$ cat src/rtl/exu_div_pkg.sv
// Shared types and constants for the EXU iterative divider.
// Optional result cache is enabled with `define DIV_RESULT_CACHE_EN.
package exu_div_pkg;

   localparam int unsigned XLEN        = 32;
   localparam int unsigned TAG_W       = 32;
   localparam int unsigned RD_W        = 5;
   localparam int unsigned CNT_W       = $clog2(XLEN);
   localparam int unsigned DIV_LATENCY = XLEN + 2;

   typedef enum logic [1:0] {IDLE, CALC, FIX, DONE} div_state_t;

   typedef struct packed {
      logic [XLEN-1:0]  rs1;
      logic [XLEN-1:0]  rs2;
      logic             unsign;
      logic             rem;
      logic [RD_W-1:0]  rd_addr;
      logic [TAG_W-1:0] instr_tag;
   } div_req_t;

   // Magnitude of an operand; unsigned operands pass through untouched.
   function automatic logic [XLEN-1:0] abs_val(input logic [XLEN-1:0] x, input logic unsign);
      return (!unsign && x[XLEN-1]) ? XLEN'(-x) : x;
   endfunction

endpackage

$ cat src/rtl/exu_div_if.sv
// Issue-side request bundle and writeback result bundle of the divider.
interface exu_div_if;
   import exu_div_pkg::*;

   logic             div_start;
   logic [XLEN-1:0]  div_rs1;
   logic [XLEN-1:0]  div_rs2;
   logic             div_unsign;
   logic             div_rem;
   logic [RD_W-1:0]  div_rd_addr;
   logic [TAG_W-1:0] div_instr_tag;
   logic             div_busy;
   logic             wb_valid;
   logic [XLEN-1:0]  wb_data;
   logic [RD_W-1:0]  wb_rd_addr;
   logic [TAG_W-1:0] wb_instr_tag;

   modport master (
      output div_start, div_rs1, div_rs2, div_unsign, div_rem, div_rd_addr, div_instr_tag,
      input  div_busy, wb_valid, wb_data, wb_rd_addr, wb_instr_tag
   );

   modport slave (
      input  div_start, div_rs1, div_rs2, div_unsign, div_rem, div_rd_addr, div_instr_tag,
      output div_busy, wb_valid, wb_data, wb_rd_addr, wb_instr_tag
   );

endinterface

$ cat src/rtl/exu_div_step.sv
// One restoring-division iteration: shift {rem, quot} left, trial-subtract, restore on borrow.
module exu_div_step
   import exu_div_pkg::*;
(
   input  logic [XLEN:0]   rem_i,
   input  logic [XLEN-1:0] quot_i,
   input  logic [XLEN-1:0] divisor_i,
   output logic [XLEN:0]   rem_next_c_o,
   output logic [XLEN-1:0] quot_next_c_o
);

   logic [XLEN+1:0] shifted;
   logic [XLEN+1:0] diff;
   logic            borrow;

   always_comb begin
      shifted       = {rem_i, quot_i[XLEN-1]};
      diff          = shifted - {2'b00, divisor_i};
      borrow        = diff[XLEN+1];
      rem_next_c_o  = borrow ? shifted[XLEN:0] : diff[XLEN:0];
      quot_next_c_o = {quot_i[XLEN-2:0], ~borrow};
   end

endmodule

$ cat src/rtl/exu_div.sv
// Iterative radix-2 restoring divider (RISC-V DIV/DIVU/REM/REMU) with one-shot writeback.
// `define DIV_RESULT_CACHE_EN adds a single-entry result cache for back-to-back DIV/REM pairs.
module exu_div
   import exu_div_pkg::*;
(
   input  logic clk,
   input  logic rst,
   exu_div_if.slave div_if
);

   localparam logic [XLEN-1:0] INT_MIN = {1'b1, {(XLEN-1){1'b0}}};

   div_state_t       state_q, state_d;
   logic [CNT_W-1:0] cnt_q, cnt_d;
   logic [XLEN:0]    rem_q, rem_d;
   logic [XLEN-1:0]  quot_q, quot_d, dvsr_q, dvsr_d;
   logic             neg_quot_q, neg_quot_d, neg_rem_q, neg_rem_d;
   logic             rem_sel_q, rem_sel_d;
   logic [RD_W-1:0]  rd_q, rd_d;
   logic [TAG_W-1:0] tag_q, tag_d;
   logic             busy_q, busy_d, wb_valid_q, wb_valid_d;
   logic [XLEN-1:0]  wb_data_q, wb_data_d;
   logic [RD_W-1:0]  wb_rd_q, wb_rd_d;
   logic [TAG_W-1:0] wb_tag_q, wb_tag_d;

   div_req_t         req_c;
   logic             div_zero_c, ovf_c;
   logic [XLEN:0]    rem_step_c;
   logic [XLEN-1:0]  quot_step_c, quot_fix_c, rem_fix_c;

`ifdef DIV_RESULT_CACHE_EN
   logic             c_vld_q, c_vld_d, c_uns_q, c_uns_d, key_uns_q, key_uns_d;
   logic [XLEN-1:0]  c_rs1_q, c_rs1_d, c_rs2_q, c_rs2_d, c_quot_q, c_quot_d, c_rem_q, c_rem_d;
   logic [XLEN-1:0]  key_rs1_q, key_rs1_d, key_rs2_q, key_rs2_d;
   logic             hit_c;
`endif

   assign req_c = '{rs1: div_if.div_rs1, rs2: div_if.div_rs2, unsign: div_if.div_unsign,
                    rem: div_if.div_rem, rd_addr: div_if.div_rd_addr,
                    instr_tag: div_if.div_instr_tag};

   exu_div_step u_step (
      .rem_i         (rem_q),
      .quot_i        (quot_q),
      .divisor_i     (dvsr_q),
      .rem_next_c_o  (rem_step_c),
      .quot_next_c_o (quot_step_c)
   );

   // Next-state, datapath and registered-output logic
   always_comb begin
      state_d    = state_q;
      cnt_d      = cnt_q;
      rem_d      = rem_q;
      quot_d     = quot_q;
      dvsr_d     = dvsr_q;
      neg_quot_d = neg_quot_q;
      neg_rem_d  = neg_rem_q;
      rem_sel_d  = rem_sel_q;
      rd_d       = rd_q;
      tag_d      = tag_q;
      wb_data_d  = wb_data_q;
      wb_rd_d    = wb_rd_q;
      wb_tag_d   = wb_tag_q;
`ifdef DIV_RESULT_CACHE_EN
      c_vld_d    = c_vld_q;
      c_uns_d    = c_uns_q;
      c_rs1_d    = c_rs1_q;
      c_rs2_d    = c_rs2_q;
      c_quot_d   = c_quot_q;
      c_rem_d    = c_rem_q;
      key_uns_d  = key_uns_q;
      key_rs1_d  = key_rs1_q;
      key_rs2_d  = key_rs2_q;
      hit_c      = c_vld_q && (req_c.rs1 == c_rs1_q) && (req_c.rs2 == c_rs2_q)
                   && (req_c.unsign == c_uns_q);
`endif
      div_zero_c = (req_c.rs2 == '0);
      ovf_c      = !req_c.unsign && (req_c.rs1 == INT_MIN) && (req_c.rs2 == '1);
      quot_fix_c = neg_quot_q ? XLEN'(-quot_q) : quot_q;
      rem_fix_c  = neg_rem_q ? XLEN'(-rem_q[XLEN-1:0]) : rem_q[XLEN-1:0];

      case (state_q)
         IDLE: begin
            if (div_if.div_start) begin
               rem_sel_d = req_c.rem;
               rd_d      = req_c.rd_addr;
               tag_d     = req_c.instr_tag;
               if (div_zero_c) begin
                  wb_data_d = req_c.rem ? req_c.rs1 : '1;
                  wb_rd_d   = req_c.rd_addr;
                  wb_tag_d  = req_c.instr_tag;
                  state_d   = DONE;
               end else if (ovf_c) begin
                  wb_data_d = req_c.rem ? '0 : INT_MIN;
                  wb_rd_d   = req_c.rd_addr;
                  wb_tag_d  = req_c.instr_tag;
                  state_d   = DONE;
`ifdef DIV_RESULT_CACHE_EN
               end else if (hit_c) begin
                  wb_data_d = req_c.rem ? c_rem_q : c_quot_q;
                  wb_rd_d   = req_c.rd_addr;
                  wb_tag_d  = req_c.instr_tag;
                  state_d   = DONE;
`endif
               end else begin
                  quot_d     = abs_val(req_c.rs1, req_c.unsign);
                  dvsr_d     = abs_val(req_c.rs2, req_c.unsign);
                  rem_d      = '0;
                  neg_quot_d = !req_c.unsign && (req_c.rs1[XLEN-1] ^ req_c.rs2[XLEN-1]);
                  neg_rem_d  = !req_c.unsign && req_c.rs1[XLEN-1];
                  cnt_d      = '0;
`ifdef DIV_RESULT_CACHE_EN
                  key_rs1_d  = req_c.rs1;
                  key_rs2_d  = req_c.rs2;
                  key_uns_d  = req_c.unsign;
`endif
                  state_d    = CALC;
               end
            end
         end
         CALC: begin
            rem_d  = rem_step_c;
            quot_d = quot_step_c;
            cnt_d  = cnt_q + 1'b1;
            if (cnt_q == CNT_W'(XLEN - 1)) begin
               state_d = FIX;
            end
         end
         FIX: begin
            wb_data_d = rem_sel_q ? rem_fix_c : quot_fix_c;
            wb_rd_d   = rd_q;
            wb_tag_d  = tag_q;
`ifdef DIV_RESULT_CACHE_EN
            c_vld_d   = 1'b1;
            c_rs1_d   = key_rs1_q;
            c_rs2_d   = key_rs2_q;
            c_uns_d   = key_uns_q;
            c_quot_d  = quot_fix_c;
            c_rem_d   = rem_fix_c;
`endif
            state_d   = DONE;
         end
         DONE:    state_d = IDLE;
         default: state_d = IDLE;
      endcase

      busy_d     = (state_d == CALC) || (state_d == FIX);
      wb_valid_d = (state_d == DONE);
   end

   always_ff @(posedge clk) begin
      if (rst) begin
         state_q    <= IDLE;
         cnt_q      <= '0;
         rem_q      <= '0;
         quot_q     <= '0;
         dvsr_q     <= '0;
         neg_quot_q <= 1'b0;
         neg_rem_q  <= 1'b0;
         rem_sel_q  <= 1'b0;
         rd_q       <= '0;
         tag_q      <= '0;
         busy_q     <= 1'b0;
         wb_valid_q <= 1'b0;
         wb_data_q  <= '0;
         wb_rd_q    <= '0;
         wb_tag_q   <= '0;
`ifdef DIV_RESULT_CACHE_EN
         c_vld_q    <= 1'b0;
         c_uns_q    <= 1'b0;
         c_rs1_q    <= '0;
         c_rs2_q    <= '0;
         c_quot_q   <= '0;
         c_rem_q    <= '0;
         key_uns_q  <= 1'b0;
         key_rs1_q  <= '0;
         key_rs2_q  <= '0;
`endif
      end else begin
         state_q    <= state_d;
         cnt_q      <= cnt_d;
         rem_q      <= rem_d;
         quot_q     <= quot_d;
         dvsr_q     <= dvsr_d;
         neg_quot_q <= neg_quot_d;
         neg_rem_q  <= neg_rem_d;
         rem_sel_q  <= rem_sel_d;
         rd_q       <= rd_d;
         tag_q      <= tag_d;
         busy_q     <= busy_d;
         wb_valid_q <= wb_valid_d;
         wb_data_q  <= wb_data_d;
         wb_rd_q    <= wb_rd_d;
         wb_tag_q   <= wb_tag_d;
`ifdef DIV_RESULT_CACHE_EN
         c_vld_q    <= c_vld_d;
         c_uns_q    <= c_uns_d;
         c_rs1_q    <= c_rs1_d;
         c_rs2_q    <= c_rs2_d;
         c_quot_q   <= c_quot_d;
         c_rem_q    <= c_rem_d;
         key_uns_q  <= key_uns_d;
         key_rs1_q  <= key_rs1_d;
         key_rs2_q  <= key_rs2_d;
`endif
      end
   end

   assign div_if.div_busy     = busy_q;
   assign div_if.wb_valid     = wb_valid_q;
   assign div_if.wb_data      = wb_data_q;
   assign div_if.wb_rd_addr   = wb_rd_q;
   assign div_if.wb_instr_tag = wb_tag_q;

   // Issue must never strobe while a divide or its writeback is in flight
   a_no_start_when_busy: assert property (@(posedge clk) disable iff (rst)
      !(div_if.div_start && (state_q != IDLE)))
      else $error("exu_div: div_start received while not IDLE");

endmodule

$ cat src/flat_wrapper.sv
// flat-port wrapper written by rule: the top's interface ports become plain ports
module exu_div_flat import exu_div_pkg::*;
  (clk, rst, div_if_div_start, div_if_div_rs1, div_if_div_rs2, div_if_div_unsign, div_if_div_rem, div_if_div_rd_addr, div_if_div_instr_tag, div_if_div_busy, div_if_wb_valid, div_if_wb_data, div_if_wb_rd_addr, div_if_wb_instr_tag);
  exu_div_if div_if_i ();
  input  logic clk;
  input  logic rst;
  input wire logic [$bits(div_if_i.div_start)-1:0] div_if_div_start;
  input wire logic [$bits(div_if_i.div_rs1)-1:0] div_if_div_rs1;
  input wire logic [$bits(div_if_i.div_rs2)-1:0] div_if_div_rs2;
  input wire logic [$bits(div_if_i.div_unsign)-1:0] div_if_div_unsign;
  input wire logic [$bits(div_if_i.div_rem)-1:0] div_if_div_rem;
  input wire logic [$bits(div_if_i.div_rd_addr)-1:0] div_if_div_rd_addr;
  input wire logic [$bits(div_if_i.div_instr_tag)-1:0] div_if_div_instr_tag;
  output wire logic [$bits(div_if_i.div_busy)-1:0] div_if_div_busy;
  output wire logic [$bits(div_if_i.wb_valid)-1:0] div_if_wb_valid;
  output wire logic [$bits(div_if_i.wb_data)-1:0] div_if_wb_data;
  output wire logic [$bits(div_if_i.wb_rd_addr)-1:0] div_if_wb_rd_addr;
  output wire logic [$bits(div_if_i.wb_instr_tag)-1:0] div_if_wb_instr_tag;
  assign div_if_i.div_start = div_if_div_start;
  assign div_if_i.div_rs1 = div_if_div_rs1;
  assign div_if_i.div_rs2 = div_if_div_rs2;
  assign div_if_i.div_unsign = div_if_div_unsign;
  assign div_if_i.div_rem = div_if_div_rem;
  assign div_if_i.div_rd_addr = div_if_div_rd_addr;
  assign div_if_i.div_instr_tag = div_if_div_instr_tag;
  assign div_if_div_busy = div_if_i.div_busy;
  assign div_if_wb_valid = div_if_i.wb_valid;
  assign div_if_wb_data = div_if_i.wb_data;
  assign div_if_wb_rd_addr = div_if_i.wb_rd_addr;
  assign div_if_wb_instr_tag = div_if_i.wb_instr_tag;
  exu_div u_core (.clk(clk), .rst(rst), .div_if(div_if_i));
endmodule
$ cat config.mk
export PLATFORM = sky130hd
export DESIGN_NAME = exu_div_flat
export DESIGN_NICKNAME = d
export VERILOG_FILES = /design/src/rtl/exu_div_pkg.sv /design/src/rtl/exu_div_if.sv /design/src/rtl/exu_div_step.sv /design/src/rtl/exu_div.sv /design/src/flat_wrapper.sv
export SDC_FILE = /design/constraint.sdc
export NUM_CORES = 1
export LEC_CHECK = 0
export ABC_AREA = 1
export CELL_PAD_IN_SITES_DETAIL_PLACEMENT = 1
export CELL_PAD_IN_SITES_GLOBAL_PLACEMENT = 1
export CORE_ASPECT_RATIO = 0.75
export CORE_UTILIZATION = 35
export CTS_CLUSTER_SIZE = 30
export DETAILED_ROUTE_END_ITERATION = 10
export PLACE_DENSITY = 0.72
export SYNTH_ARGS = -nofsm -noshare
export SYNTH_HDL_FRONTEND = slang
export SYNTH_SLANG_ARGS = --single-unit
export TNS_END_PERCENT = 100
$ cat constraint.sdc
create_clock -name clk -period 2.88 [get_ports clk]
set_clock_uncertainty 0.1 [all_clocks]
set_input_delay 0.576 -clock clk [delete_from_list [all_inputs] [get_ports clk]]
set_output_delay 0.576 -clock clk [all_outputs]
set_load 0.01 [all_outputs]
==> out/qor.yml, run 1 <==
logic_synthesis:
  ys_types: 50
  synthCells: 2563
  synth_top_area_frac: 0.2761
  yosysWarnings: 0
  synth-edff-count: 0
  synthArstFlopShare: 0
  synth-seq-cells: 215
  synth_area_per_cell_um2: 6.083
  synthFlopType: "dfxtp_1"
  syn_area_mm2: 0.01559
  yosysSeqAreaShare: 0.2761
  synth.net_count: 2710
  synth_area_leader_cell: "dfxtp_1"
  yosys-top-cells-area: "dfxtp_1, nand2_1, nor2_1, nand3_1, inv_1"
sta:
  rsz0062_at_grt: "false"
  period_needed_ns: 2.749
  relSlewSlack: 0.3684
  hold_ws_ns: 0.3652
  setup_ws_ns: 0.1312
  period_share: 0.9544
  setup_viol: 0
  tns_ns: 0
  final_hold_viol_count: 0
  maxSlewViolCount: 0
  worst_pin_slew_ns: 0.9473
  fmax_mhz: 363.8
clock_tree:
  cts_max_level: 1
  clkTransAtPathRegs_ns: 0.07
  cts_num_sinks: 215
  cts_tree: "built"
  clk_latency_ns: 0.56
  postCtsHoldBufs: 0
  numCtsBuffers: 25
  cts_buffer_depth: 3
  root_buffer: "clkbuf_16"
floorplan:
  ios: 177
  start_util: 0.3576
  design.core.area_mm2: 0.04360
  die_w_um: 245.7
  die_h_um: 184.8
  fp.dieArea_mm2: 0.04540
  rows: 66
detailed_routing:
  vias: 18560
  firstDrtPassIters: 5
  avgRoutedWirePerCell_um: 20.03
  wl_um: 69190
  drcViolationCount: 0
  detail-route-antenna-nets: 0
  drt-initial-drc-count: 1313
  via_per_inst: 5.374
worst_setup_path:
  cp_data_required_time_ns: 3.17
  critical_path_class: "reg2reg"
  path_max_fanout: 3
  worstSetupEndpointType: "register"
  crit_arrival_ns: 3.04
  start_kind: "register"
  reg2reg_slack_ns: 0.13
global_routing:
  grt_overflow_total: 0
  antenna_found_initial: 3
  grt_max_degree: 75
  grt_pass1_vias: 18860
  groute.usage.overall: 0.2999
  grt_pass1_wl_um: 106700
status:
  outcome: "finished, final reports clean"
power_and_ir_drop:
  p_leak_nw: 9.509
  powerDensity_mw_per_mm2: 629.9
  ir_drop_mv: 0.4106
  p_total_w: 0.01271
run:
  max-cap-violations: 0
cells_and_area:
  area_growth_syn_to_layout_pct: 29.45
  drive_above_1_share: 0.1040
  fin_util: 0.4628
  layout_common_cells: "nand2_1, nor2_1, inv_1"
  layout_commonest_cell: "nand2_1"
  finalNetCount: 3004
  antenna_cells: 0
  n_fill_cell: 5797
placement:
  pre_cts_ws_ns: -0.4738
  numPortBuffers: 176
  hpwl_um: 54050
  gp_congestion: 0.9799
min_path:
  hold_class: "reg2reg"
==> routing by layer <==
metal	up-vias	track usage	share of wire	routed length, um
met5	-	0	0.00033	23
met4	4	0.04845	0.016	1079
met3	73	0.04419	0.058	4029
met2	444	0.4696	0.44	30210
met1	9108	0.4374	0.49	33840
li1	8932	-	-	-
==> Yosys cell counts (2+ instances only) <==
library cell    n
nand2_1       592
nor2_1        380
inv_1         294
nand3_1       234
dfxtp_1       215
o21ai_0       194
a21oi_1       183
clkbuf_1       67
xor2_1         49
ha_1           40
o211a_1        35
nand4_1        33
nor3_1         32
xnor2_1        23
buf_2          21
nand3b_1       19
a31oi_1        15
buf_4          13
buf_6          12
o21ai_1         9
o211ai_1        8
a211oi_1        7
nand2_2         7
o31ai_1         7
and2_1          6
nand3_2         6
o22ai_1         6
and3_1          5
buf_1           5
nor2_2          5
a22oi_1         4
a2bb2oi_1       4
inv_2           4
or2_2           4
clkinv_1        3
nor4_1          3
o32ai_1         3
a21oi_2         2
o21bai_1        2
or2_1           2
==> area by class of cell <==
cell class | count | area (um^2) | share of cell area
Multi-Input combinational cell | 1928 | 9589 | 0.4752
Sequential cell | 215 | 4304 | 0.2133
Timing Repair Buffer | 385 | 3533 | 0.1751
Inverter | 302 | 1140 | 0.05648
Tap cell | 578 | 723.2 | 0.03584
Clock buffer | 31 | 688.2 | 0.03410
Clock inverter | 15 | 202.7 | 0.01004
==> critical path, cell delays in order (launching register included) <==
cell and delay [ns]:
dfxtp_1 0.51, ha_1 0.23, inv_1 0.09, fa_1 0.40, nand3_1 0.09, nand3_1 0.13
nand2_1 0.09, nand2_1 0.08, nand2_1 0.07, nand2_1 0.17, buf_4 0.20, xnor2_1 0.16
nand3_1 0.11, nand3_1 0.08, a21oi_1 0.06
==> metrics by stage <==
stage	instance area [um^2]	std cells
after floorplan	15590	2563
after global placement	19210	3405
after detailed placement	19210	3405
after CTS	20110	3451
after global routing	20180	3454
final	20180	3454
==> registers in the layout, summed over array words and instances (netlist names), 5 cells and up <==
register / flops
u_core.dvsr_q: 32
u_core.div_if.wb_rd_addr: 5
u_core.div_if.wb_data: 32
u_core.rem_q: 33
u_core.rd_q: 5
u_core.tag_q: 32
u_core.quot_q: 32
u_core.cnt_q: 5
u_core.div_if.wb_instr_tag: 32
==> power breakdown <==
| group | leakage (nW) | internal (W) | switching, W |
|---|---|---|---|
| registers | 1.76 | 0.00328 | 0.000275 |
| clock network | 0.438 | 0.00207 | 0.00144 |
| logic | 7.31 | 0.00205 | 0.00360 |
| total | 9.51 | 0.00741 | 0.00531 |
==> worst paths after layout <==
check | startpoint | endpoint | depth (start not counted)
min reg2reg | u_core.rd_q[4] | u_core.rd_q[4] | 2
min | u_core.rd_q[4] | u_core.rd_q[4] | 2
max | u_core.dvsr_q[0] | u_core.rem_q[16] | 14
max reg2reg | u_core.dvsr_q[0] | u_core.rem_q[16] | 14
==> kinds of logic after synthesis <==
logic type,synth area share
AOI/OAI and AO/OA,0.1757
xor gates and xnor gates,0.04045
adders and majority gates,0.03339
buffers and inverters,0.1118
DFF,0.2761
and+or+nand+nor,0.3626
==> timing repair <==
item,in CTS,in global routing
resized for setup,0,11
setup buffers,0,2
setup endpoints to repair,0,84
No activity file was read; power rests on OpenSTA's default activity.
==> run 2: changes to the inputs <==
Settings changed: CELL_PAD_IN_SITES_DETAIL_PLACEMENT 1 to 0.
Clock period 2.88 ns to 3.06 ns, I/O delays scaled along.
==> run 2 against run 1 <==
  * First-iteration DRC count grew 26%
  * Sequential share of layout area grew 0.52 points
  * Count of clock-buffer cells in the layout rose by 2
  * Flip-flop and latch count unchanged
  * Register-to-register slack improved by 0.06 ns
  * Cell count is 1.4% lower
  * Clock power down 10%
  * Sequential power fell by 5.9%
  * Setup slack gained 0.032 ns
  * Design area shrank 2.4%
  * Routed wire length shrank 8.6%
==> out/qor.yml, run 2 (synthesis gave the netlist of run 1 again) <==
power_and_ir_drop:
  power.internal_w: 0.006739
  switching_share: 0.4146
  powerDensity_mw_per_mm2: 584.3
  p_leak_nw: 9.235
  combPwrFrac: 0.435
  ir_drop_mv: 0.4080
  p_switching_w: 0.004772
  power_frac_clock: 0.274
  seqPwrFrac: 0.291
run:
  max-cap-violations: 0
clock_tree:
  root_buffer: "clkbuf_16"
  numCtsBuffers: 24
  clkTransAtPathRegs_ns: 0.06
  clk_latency_ns: 0.55
  cts_buffer_depth: 3
  cts_tree: "built"
  cts_setup_buffers: 0
  cts_num_sinks: 215
  cts_max_level: 1
worst_setup_path:
  reg2reg_depth: 11
  r2r-end: "u_core.rem_q[29]"
  path_common_cell: "buf_4"
  cp_top_family: "simple AND/OR/NAND/NOR gates"
  crit_arrival_ns: 3.23
  critPathBufInv: 5
  critical_path_class: "in2reg"
  slowest_delay_ns: 0.47
  worstSetupEndpointType: "register"
  reg2reg_from: "u_core.rem_q[27]"
  cp_data_required_time_ns: 3.39
  reg2reg_slack_ns: 0.19
  crit_chain: "clkdlybuf4s50_1, inv_1, ha_1, nand2_1, nor3_1, buf_4, nand2_1, nor2_1, buf_4, nand3_1, nand3_2, nand2_2, buf_4, nor3_2, nor2_1"
  path_max_fanout: 28
  cp_slowest_cell: "clkdlybuf4s50_1"
  start_kind: "input port"
min_path:
  holdPathStages: 2
  min_from: "u_core.rd_q[4]"
  hold_end: "u_core.rd_q[4]"
  hold_class: "reg2reg"
placement:
  numPortBuffers: 176
  gp_congestion: 0.9376
  pre_cts_ws_ns: -0.5056
  hpwl_um: 49310
floorplan:
  die_w_um: 245.7
  rows: 66
  die_h_um: 184.8
  fp.dieArea_mm2: 0.04540
  design.core.area_mm2: 0.04360
  start_util: 0.3576
  ios: 177
detailed_routing:
  wl_um: 63260
  detail-route-antenna-nets: 0
  via_per_inst: 5.195
  vias: 17700
  drt-initial-drc-count: 1652
  firstDrtPassIters: 6
  avgRoutedWirePerCell_um: 18.57
  drcViolationCount: 0
cells_and_area:
  layout_commonest_cell: "nand2_1"
  regMostFlops: "u_core.rem_q"
  drive_above_1_share: 0.08631
  finalNetCount: 2956
  largest_register_ffs: 33
  regArea_mm2: 0.004304
  multiInputGateArea_mm2: 0.009569
  n_fill_cell: 4738
  layout_common_cells: "nand2_1, nor2_1, inv_1"
  area_growth_syn_to_layout_pct: 26.36
sta:
  worst_pin_slew_ns: 0.8988
  maxSlewViolCount: 0
  setup_ws_ns: 0.1628
  final_hold_viol_count: 0
  fmax_mhz: 345.2
  period_needed_ns: 2.897
  relSlewSlack: 0.4008
  rsz0062_at_grt: "false"
  period_share: 0.9468
  tns_ns: 0
  setup_viol: 0
global_routing:
  grt_pass1_vias: 16300
  grt_max_degree: 75
  groute.usage.overall: 0.2739
  grt_pass1_wl_um: 96150
  grt_overflow_total: 0
  antenna_found_initial: 2
status:
  outcome: "finished, final reports clean"
[run 2: how the worst max path moves through the flow]
stage / to / from / slack, ns / depth (start not counted)
floorplan: u_core.div_if.div_busy / div_if_div_rs1[1] / 0.61 / 15
global placement: u_core.div_if.wb_data[1] / div_if_div_rs1[0] / -0.49 / 15
detailed placement: u_core.div_if.wb_data[1] / div_if_div_rs1[0] / -0.51 / 15
CTS: u_core.div_if.wb_data[1] / div_if_div_rs1[0] / 0.07 / 15
global route: u_core.rem_q[29] / u_core.dvsr_q[4] / 0.005 / 16
finish: u_core.div_if.wb_data[1] / div_if_div_rs1[0] / 0.16 / 15
[run 2: final cells by class]
cell class	instances	area share
multi-input cells	1928	0.4857
flip-flops and latches	215	0.2185
repair buffers	338	0.1579
inverters	302	0.05767
well taps	578	0.03671
clock buffers	33	0.03525
clock inverters	11	0.008003
diodes	2	0.0002540
[run 2: repair_timing]
action / CTS / global route
gates resized for setup: 0 / 2
hold buffers: 0 / 0
setup endpoints to repair: 0 / 12
[run 2: per-stage QoR]
step | hold slack [ns] | instances | util | cell area [um^2] | power (W)
after floorplan | 0.3297 | 2563 | - | 15590 | 0.006516
after global placement | 0.3370 | 3361 | 0.4320 | 18830 | 0.008280
after detailed placement | 0.3452 | 3361 | 0.4320 | 18830 | 0.008307
after CTS | 0.3553 | 3405 | 0.4515 | 19690 | 0.01151
after global routing | 0.3787 | 3405 | 0.4517 | 19700 | 0.01229
final | 0.3576 | 3407 | 0.4518 | 19700 | 0.01151
[run 2: layer usage]
layer  up-vias  share of wire  GRT usage
met3        60          0.072    0.05332
met5         -        0.00038          0
met4         4          0.016    0.04720
li1       8827              -          -
met1      8285           0.51     0.4244
met2       525           0.40     0.3861
[run 2: power groups by stage]
stage	Combinational, W	Sequential, W	Clock, W
2_1_floorplan	0.00316	0.00335	0
4_1_cts	0.00494	0.00334	0.00323
6_report	0.00500	0.00335	0.00316
3_3_place_gp	0.00489	0.00339	0
5_1_grt	0.00556	0.00338	0.00335
3_5_place_dp	0.00491	0.00340	0
[run 2: worst register-to-register path: stages, from the launching register on]
cell and delay, ns:
dfxtp_1 0.50, ha_1 0.38, a21oi_2 0.27, o21ai_0 0.13
nand2_1 0.08, nand3_1 0.15, nor2_2 0.25, nand3_2 0.28
buf_12 0.25, nand3_1 0.10, nand3_1 0.13, a21oi_1 0.18
